## src/rtl/fetch_controller_pkg.sv

```systemverilog
// Shared pipeline definitions for the fetch controller: FSM encodings,
// default address width, stall counter width and the saturating increment.
package fetch_controller_pkg;

  localparam int unsigned BIT_NUMBER_DEFAULT = 32;
  localparam int unsigned STALL_W            = 16;

  typedef enum logic [1:0] {
    ST_BOOT     = 2'd0,
    ST_RUN      = 2'd1,
    ST_MEM_WAIT = 2'd2,
    ST_ILLEGAL  = 2'd3
  } fc_state_e;

  function automatic logic [STALL_W-1:0] sat_inc(input logic [STALL_W-1:0] v);
    return (v == {STALL_W{1'b1}}) ? v : (v + {{(STALL_W-1){1'b0}}, 1'b1});
  endfunction

endpackage

```

## src/rtl/fetch_controller_if.sv

```systemverilog
// Hazard/branch/memory inputs and pipeline control outputs of the fetch controller.
interface fetch_controller_if
  import fetch_controller_pkg::*;
#(
  parameter int unsigned BIT_NUMBER = BIT_NUMBER_DEFAULT
);

  logic                  hazard;
  logic                  branch_taken;
  logic [BIT_NUMBER-1:0] branch_address;
  logic                  mem_busy;
  logic                  freeze_front;
  logic                  freeze_all;
  logic                  flush;
  logic                  bubble;
  logic                  if_branch_taken;
  logic [BIT_NUMBER-1:0] if_branch_address;
  logic [1:0]            state;
  logic [STALL_W-1:0]    stall_count;

  modport master (
    output hazard, branch_taken, branch_address, mem_busy,
    input  freeze_front, freeze_all, flush, bubble,
    input  if_branch_taken, if_branch_address, state, stall_count
  );

  modport slave (
    input  hazard, branch_taken, branch_address, mem_busy,
    output freeze_front, freeze_all, flush, bubble,
    output if_branch_taken, if_branch_address, state, stall_count
  );

endinterface

```

## src/rtl/fetch_controller_register.sv

```systemverilog
// Pipeline register with load enable, cleared by the synchronous active-low reset.
module Register #(
  parameter int unsigned WIDTH = 32
) (
  input  logic             clk,
  input  logic             rst,
  input  logic             en,
  input  logic [WIDTH-1:0] d,
  output logic [WIDTH-1:0] q
);

  // Storage with enable
  always_ff @(posedge clk) begin
    if (!rst) begin
      q <= {WIDTH{1'b0}};
    end else if (en) begin
      q <= d;
    end else begin
      q <= q;
    end
  end

endmodule

```

## src/rtl/fetch_controller_stall_counter.sv

```systemverilog
// Saturating count of front-end freeze cycles; holds at all-ones instead of wrapping.
module stall_counter
  import fetch_controller_pkg::*;
(
  input  logic               clk,
  input  logic               rst,
  input  logic               inc,
  output logic [STALL_W-1:0] count
);

  logic [STALL_W-1:0] count_q;
  logic [STALL_W-1:0] count_d;

  // Next count
  always_comb begin
    count_d = count_q;
    if (inc) begin
      count_d = sat_inc(count_q);
    end else begin
      count_d = count_q;
    end
  end

  // Count register
  always_ff @(posedge clk) begin
    if (!rst) begin
      count_q <= {STALL_W{1'b0}};
    end else begin
      count_q <= count_d;
    end
  end

  assign count = count_q;

endmodule

```

## src/rtl/fetch_controller.sv

```systemverilog
// Fetch/pipeline control FSM: boot hold, memory-wait freeze with a single held
// branch target, branch redirect and hazard bubbles. Outputs are combinational.
module fetch_controller
  import fetch_controller_pkg::*;
#(
  parameter int unsigned BIT_NUMBER = BIT_NUMBER_DEFAULT,
  parameter int unsigned BOOT_DELAY = 4
) (
  input  logic               clk,
  input  logic               rst,
  fetch_controller_if.slave  fc
);

  localparam logic [7:0] BOOT_RELOAD = 8'(BOOT_DELAY - 1);

  fc_state_e             state_q, state_d;
  logic [7:0]            boot_cnt_q, boot_cnt_d;
  logic                  pending_q, pending_d;
  logic                  pend_en_s;
  logic [BIT_NUMBER-1:0] pend_addr_s;

  logic                  freeze_front_s, freeze_all_s, flush_s, bubble_s;
  logic                  if_branch_taken_s;
  logic [BIT_NUMBER-1:0] if_branch_address_s;
  logic                  stall_inc_s;

  // State, boot counter and pending flag
  always_ff @(posedge clk) begin
    if (!rst) begin
      state_q    <= ST_BOOT;
      boot_cnt_q <= BOOT_RELOAD;
      pending_q  <= 1'b0;
    end else begin
      state_q    <= state_d;
      boot_cnt_q <= boot_cnt_d;
      pending_q  <= pending_d;
    end
  end

  // Next-state logic; a branch seen while memory is busy is held only if none is held yet
  always_comb begin
    state_d    = state_q;
    boot_cnt_d = boot_cnt_q;
    pending_d  = pending_q;
    pend_en_s  = 1'b0;
    case (state_q)
      ST_BOOT: begin
        if (boot_cnt_q == 8'd0) begin
          state_d = ST_RUN;
        end else begin
          boot_cnt_d = boot_cnt_q - 8'd1;
        end
      end
      ST_RUN, ST_MEM_WAIT: begin
        if (fc.mem_busy) begin
          state_d = ST_MEM_WAIT;
          if (fc.branch_taken && !pending_q) begin
            pend_en_s = 1'b1;
            pending_d = 1'b1;
          end else begin
            pend_en_s = 1'b0;
          end
        end else begin
          state_d   = ST_RUN;
          pending_d = 1'b0;
        end
      end
      default: begin
        state_d    = ST_BOOT;
        boot_cnt_d = BOOT_RELOAD;
        pending_d  = 1'b0;
      end
    endcase
  end

  Register #(.WIDTH(BIT_NUMBER)) u_pend_addr (
    .clk (clk),
    .rst (rst),
    .en  (pend_en_s),
    .d   (fc.branch_address),
    .q   (pend_addr_s)
  );

  // Control outputs; the held branch wins over live inputs when memory frees up
  always_comb begin
    freeze_front_s      = 1'b0;
    freeze_all_s        = 1'b0;
    flush_s             = 1'b0;
    bubble_s            = 1'b0;
    if_branch_taken_s   = 1'b0;
    if_branch_address_s = fc.branch_address;
    if ((state_q == ST_BOOT) || (state_q == ST_ILLEGAL)) begin
      freeze_front_s = 1'b1;
      flush_s        = 1'b1;
    end else if (fc.mem_busy) begin
      freeze_front_s = 1'b1;
      freeze_all_s   = 1'b1;
    end else if ((state_q == ST_MEM_WAIT) && pending_q) begin
      if_branch_taken_s   = 1'b1;
      if_branch_address_s = pend_addr_s;
      flush_s             = 1'b1;
    end else if (fc.branch_taken) begin
      if_branch_taken_s = 1'b1;
      flush_s           = 1'b1;
    end else if (fc.hazard) begin
      freeze_front_s = 1'b1;
      bubble_s       = 1'b1;
    end else begin
      freeze_front_s = 1'b0;
    end
  end

  assign stall_inc_s = freeze_front_s && ((state_q == ST_RUN) || (state_q == ST_MEM_WAIT));

  stall_counter u_stall_counter (
    .clk   (clk),
    .rst   (rst),
    .inc   (stall_inc_s),
    .count (fc.stall_count)
  );

  assign fc.freeze_front      = freeze_front_s;
  assign fc.freeze_all        = freeze_all_s;
  assign fc.flush             = flush_s;
  assign fc.bubble            = bubble_s;
  assign fc.if_branch_taken   = if_branch_taken_s;
  assign fc.if_branch_address = if_branch_address_s;
  assign fc.state             = state_q;

endmodule
```

## src/flat_wrapper.sv

```systemverilog
// flat-port wrapper written by rule: the top's interface ports become plain ports
module fetch_controller_flat import fetch_controller_pkg::*;
#(
  parameter int unsigned BIT_NUMBER = BIT_NUMBER_DEFAULT,
  parameter int unsigned BOOT_DELAY = 4
)
  (clk, rst, fc_hazard, fc_branch_taken, fc_branch_address, fc_mem_busy, fc_freeze_front, fc_freeze_all, fc_flush, fc_bubble, fc_if_branch_taken, fc_if_branch_address, fc_state, fc_stall_count);
  fetch_controller_if #(.BIT_NUMBER(BIT_NUMBER)) fc_i ();
  input  logic clk;
  input  logic rst;
  input wire logic [$bits(fc_i.hazard)-1:0] fc_hazard;
  input wire logic [$bits(fc_i.branch_taken)-1:0] fc_branch_taken;
  input wire logic [$bits(fc_i.branch_address)-1:0] fc_branch_address;
  input wire logic [$bits(fc_i.mem_busy)-1:0] fc_mem_busy;
  output wire logic [$bits(fc_i.freeze_front)-1:0] fc_freeze_front;
  output wire logic [$bits(fc_i.freeze_all)-1:0] fc_freeze_all;
  output wire logic [$bits(fc_i.flush)-1:0] fc_flush;
  output wire logic [$bits(fc_i.bubble)-1:0] fc_bubble;
  output wire logic [$bits(fc_i.if_branch_taken)-1:0] fc_if_branch_taken;
  output wire logic [$bits(fc_i.if_branch_address)-1:0] fc_if_branch_address;
  output wire logic [$bits(fc_i.state)-1:0] fc_state;
  output wire logic [$bits(fc_i.stall_count)-1:0] fc_stall_count;
  assign fc_i.hazard = fc_hazard;
  assign fc_i.branch_taken = fc_branch_taken;
  assign fc_i.branch_address = fc_branch_address;
  assign fc_i.mem_busy = fc_mem_busy;
  assign fc_freeze_front = fc_i.freeze_front;
  assign fc_freeze_all = fc_i.freeze_all;
  assign fc_flush = fc_i.flush;
  assign fc_bubble = fc_i.bubble;
  assign fc_if_branch_taken = fc_i.if_branch_taken;
  assign fc_if_branch_address = fc_i.if_branch_address;
  assign fc_state = fc_i.state;
  assign fc_stall_count = fc_i.stall_count;
  fetch_controller #(.BIT_NUMBER(BIT_NUMBER), .BOOT_DELAY(BOOT_DELAY)) u_core (.clk(clk), .rst(rst), .fc(fc_i));
endmodule
```

## config.mk

```make
export PLATFORM = sky130hd
export DESIGN_NAME = fetch_controller_flat
export DESIGN_NICKNAME = d
export VERILOG_FILES = /design/src/rtl/fetch_controller_pkg.sv /design/src/rtl/fetch_controller_if.sv /design/src/rtl/fetch_controller_register.sv /design/src/rtl/fetch_controller_stall_counter.sv /design/src/rtl/fetch_controller.sv /design/src/flat_wrapper.sv
export SDC_FILE = /design/constraint.sdc
export NUM_CORES = 1
export LEC_CHECK = 0
export CAP_MARGIN = 20
export CELL_PAD_IN_SITES_DETAIL_PLACEMENT = 1
export CELL_PAD_IN_SITES_GLOBAL_PLACEMENT = 1
export CORE_UTILIZATION = 38
export DETAILED_ROUTE_END_ITERATION = 10
export GPL_ROUTABILITY_DRIVEN = 1
export PLACE_DENSITY = 0.95
export SYNTH_ARGS = -nofsm -noshare
export SYNTH_HDL_FRONTEND = slang
export SYNTH_HIERARCHICAL = 1
export SYNTH_SLANG_ARGS = --single-unit
export TNS_END_PERCENT = 100
```

## constraint.sdc

```tcl
create_clock -name clk -period 5.37 [get_ports clk]
set_input_delay 1.3425 -clock clk [delete_from_list [all_inputs] [get_ports clk]]
set_output_delay 1.3425 -clock clk [all_outputs]
set_load 0.03 [all_outputs]
```

==> run summary <==
- outcome: completed
- estimated wirelength of the detail-placed design: 6630 um
- Lkg Pwr: 0.00143 uW
- Critical Path Sink Type: primary output
- level count of the clock H-tree: 3
- Final Routed Wirelength: 9430 um
- Post-Synthesis Mean Instance Area: 9.79 um2
- most used flip-flop cell after synthesis: dfxtp_1
- Nets: 450
- data arrival at the endpoint of the critical path: 3.52 ns
- standard-cell row count: 32
- synthesized netlist cell count: 319
- GR Layer Usage met3: 0.0534
- final setup vio count: 0
- # clock sinks: 59
- DR iter-0 viols: 93
- Slew Limit Headroom: 0.299
- startpoint type of the worst setup path: input pin
- initial standard-cell utilization of the core: 0.398
- routed wirelength normalized by instance count: 18.3 um
- Post-Route Setup TNS: 0 ns
- per-cell via count in the routed design: 5.45
- unrepaired setup endpoints after global routing: no
- drt first pass iters: 4
- cell area after synthesis: 0.00312 mm2
- crit path time final: 4.86 ns
- count of cell types in the netlist: 46
- post-synthesis async set-or-reset flop share: 0
- count of input and output buffers: 91
- max-slew violation total from the final report: 0
- source-to-sink clock delay at the later pin of the worst-skew pair: 0.34 ns
- layer with the highest usage: met2
- number of top-level pins: 92
- worst hold path class: flop to flop
- global-route track usage on met1: 0.249
- Maximum Capacitance Violations: 0
- postcts setup bufs: 0
- cell with the largest stage delay on the worst path: clkdlybuf4s50_1
- Congestion Overflow GR: 0
- Die Span X: 92.7 um
- ratio of cells with drive above 1 in the final layout: 0.141
- post_cts resized: 0
- most frequent cell on the critical path: clkdlybuf4s50_1
- gpl congestion: 0.766
- number of antenna diodes: 0
- final hold violation count: 0
- post-route ant nets: 0
- critical path data required time: 4.03 ns
- storage element area: 0.00118 mm2
- aggregate global-route resource usage: 0.223
- detailed-route DRC error count: 0
- maximum number of pins on one net before global-route repair: 48
- total number of vias: 2802
- count of fill cells added during filler insertion: 873
- maximum clock path buffer count: 2
- total power: 1250 uW
- maximum clock rate: 206 MHz
- Core ar.: 0.00785 mm2
- share of the clock period used by the worst path: 0.906
- count of flip-flops with a built-in enable after synthesis: 0
- power per standard cell area: 293 mW/mm2
- register bit count reported by yosys: 59
- clock tree root driver cell: clkbuf_8
- delay of the slowest cell on the worst path: 0.70 ns
- register-to-register setup slack: 2.32 ns
- crit-path cells: clkdlybuf4s50_1 > nor2b_1 > nand3_1 > buf_4 > mux2_2 > clkdlybuf4s50_1
- syn_nets: 361
- part of the Yosys area used for sequential elements: 0.378
- critical path start-end classification: input pin to primary output
- cts bufs inserted: 9
- met2 usage: 0.418
- synth warn: 6
- peak supply drop: 0.121 mV
- clock-pin slew on the worst setup and hold paths: 0.07 ns
- Chip Height: 92.7 um
- TritonCTS clock tree: done
- maximum clock skew at final layout: 0.00662 ns
- slew at the pin with the worst max-slew slack: 1.04 ns
- critical-path maximum fanout: 32
- Die Outline Area: 0.00859 mm2
- via count of the first global-routing pass: 2969
- hold bufs inserted after CTS: 0
- growth of design area from synthesis to finish: 36.8%
- number of antenna violations at the first check in global routing: 0
- multi-input logic area: 0.00178 mm2
- wire length of the first global-routing pass: 15000 um
cell families after synthesis:
logic type               count (synthesis)  share of synthesized area
AO/OA/AOI/OAI                           45                     0.0921
XOR/XNOR                                 3                    0.00841
adder cells (fa/ha/maj)                  5                     0.0200
buffers and inverters                   24                     0.0525
flip-flops                              59                      0.378
multiplexers                            70                      0.237
AND/OR/NAND/NOR                        113                      0.212
path summary, 6_finish.rpt:
check,from,endpoint,cells after the start
max,fc_mem_busy,fc_if_branch_address[13],6
min,u_core/boot_cnt_q[3],u_core/boot_cnt_q[3],2
max reg2reg,u_core/fc.state[0],u_core/u_stall_counter/count[15],8
min reg2reg,u_core/boot_cnt_q[3],u_core/boot_cnt_q[3],2
sequential cells by signal, indices dropped and copies added (netlist names):
register and count:
u_core/u_pend_addr/q 32, u_core/u_stall_counter/count 16, u_core/boot_cnt_q 8, u_core/pending_q 1, u_core/fc.state 2
cell type report:
type,count,share of cell area
clock inverters,4,0.0173
flip-flops and latches,59,0.276
inverters,9,0.00790
clock buffers,11,0.0354
well taps,102,0.0299
repair buffers,93,0.217
multi-input cells,236,0.417
power breakdown:
| part | switching (uW) | leakage, uW | total, uW | internal, uW |
|---|---|---|---|---|
| sequential | 27.3 | 0.000476 | 493 | 466 |
| combinational | 159 | 0.000839 | 296 | 136 |
| clock | 180 | 0.000115 | 464 | 284 |
worst max-delay path, delay by kind of cell:
kind                   cells  cell delay, ns
buffers and inverters      3            1.45
muxes                      1            0.27
and+or+nand+nor            2            0.44
through the flow:
| stage | utilization | worst slack [ns] | area (um2) | instances | hold slack (ns) |
|---|---|---|---|---|---|
| 2_1_floorplan | - | 1.67 | 3120 | 319 | 0.464 |
| 5_1_grt | 0.545 | 0.450 | 4270 | 514 | 0.550 |
| 4_1_cts | 0.545 | 0.515 | 4270 | 514 | 0.520 |
| 6_report | 0.545 | 0.506 | 4270 | 514 | 0.521 |
| 3_3_place_gp | 0.516 | 0.641 | 4050 | 499 | 0.482 |
| 3_5_place_dp | 0.516 | 0.567 | 4050 | 499 | 0.503 |
cells in the final DEF, fill, tap and decap left out, drive strengths merged, types with 4 or more instances in the layout:
cell / Yosys / routed
a21oi: 15 / 15
clkbuf: 7 / 11
clkdlybuf4s50: 0 / 91
dfxtp: 59 / 59
ha: 5 / 5
inv: 9 / 9
mux2: 32 / 32
mux2i: 38 / 38
nand2: 15 / 15
nand2b: 5 / 5
nand3: 9 / 9
nand4: 7 / 7
nor2: 13 / 13
nor2b: 33 / 33
nor3: 4 / 4
o21ai: 8 / 8
o31ai: 8 / 8
or3: 5 / 5
or4: 8 / 8
routing by layer:
metal | vias to the layer above | part of all wire
met1 | 1387 | 0.42
met3 | 12 | 0.048
met2 | 73 | 0.52
li1 | 1330 | -
met4 | 0 | 0.011
met5 | - | 0
Yosys cell counts, types with 2 or more instances:
library cell,n,share of area
inv_1,9,0.011
nor2b_1,33,0.066
or2_2,2,0.0040
xnor2_1,2,0.0056
nand3_1,9,0.014
a2111oi_0,2,0.0056
a21oi_1,15,0.024
ha_1,5,0.020
dfxtp_1,59,0.38
o21a_1,3,0.0072
nand4_1,6,0.012
mux2i_1,38,0.12
nor4_1,3,0.0060
mux2_2,32,0.12
and4_1,2,0.0056
or4_1,7,0.017
clkbuf_1,6,0.0072
or3_2,2,0.0048
o41ai_1,2,0.0056
nand2_1,15,0.018
o31ai_1,8,0.019
o21ai_0,8,0.013
nand2b_1,5,0.010
buf_1,2,0.0024
buf_6,2,0.0072
nor2_1,13,0.016
a211oi_1,3,0.0072
buf_12,3,0.019
or3_1,3,0.0060
nor3_1,4,0.0064
(Power assumes the default switching activity.)
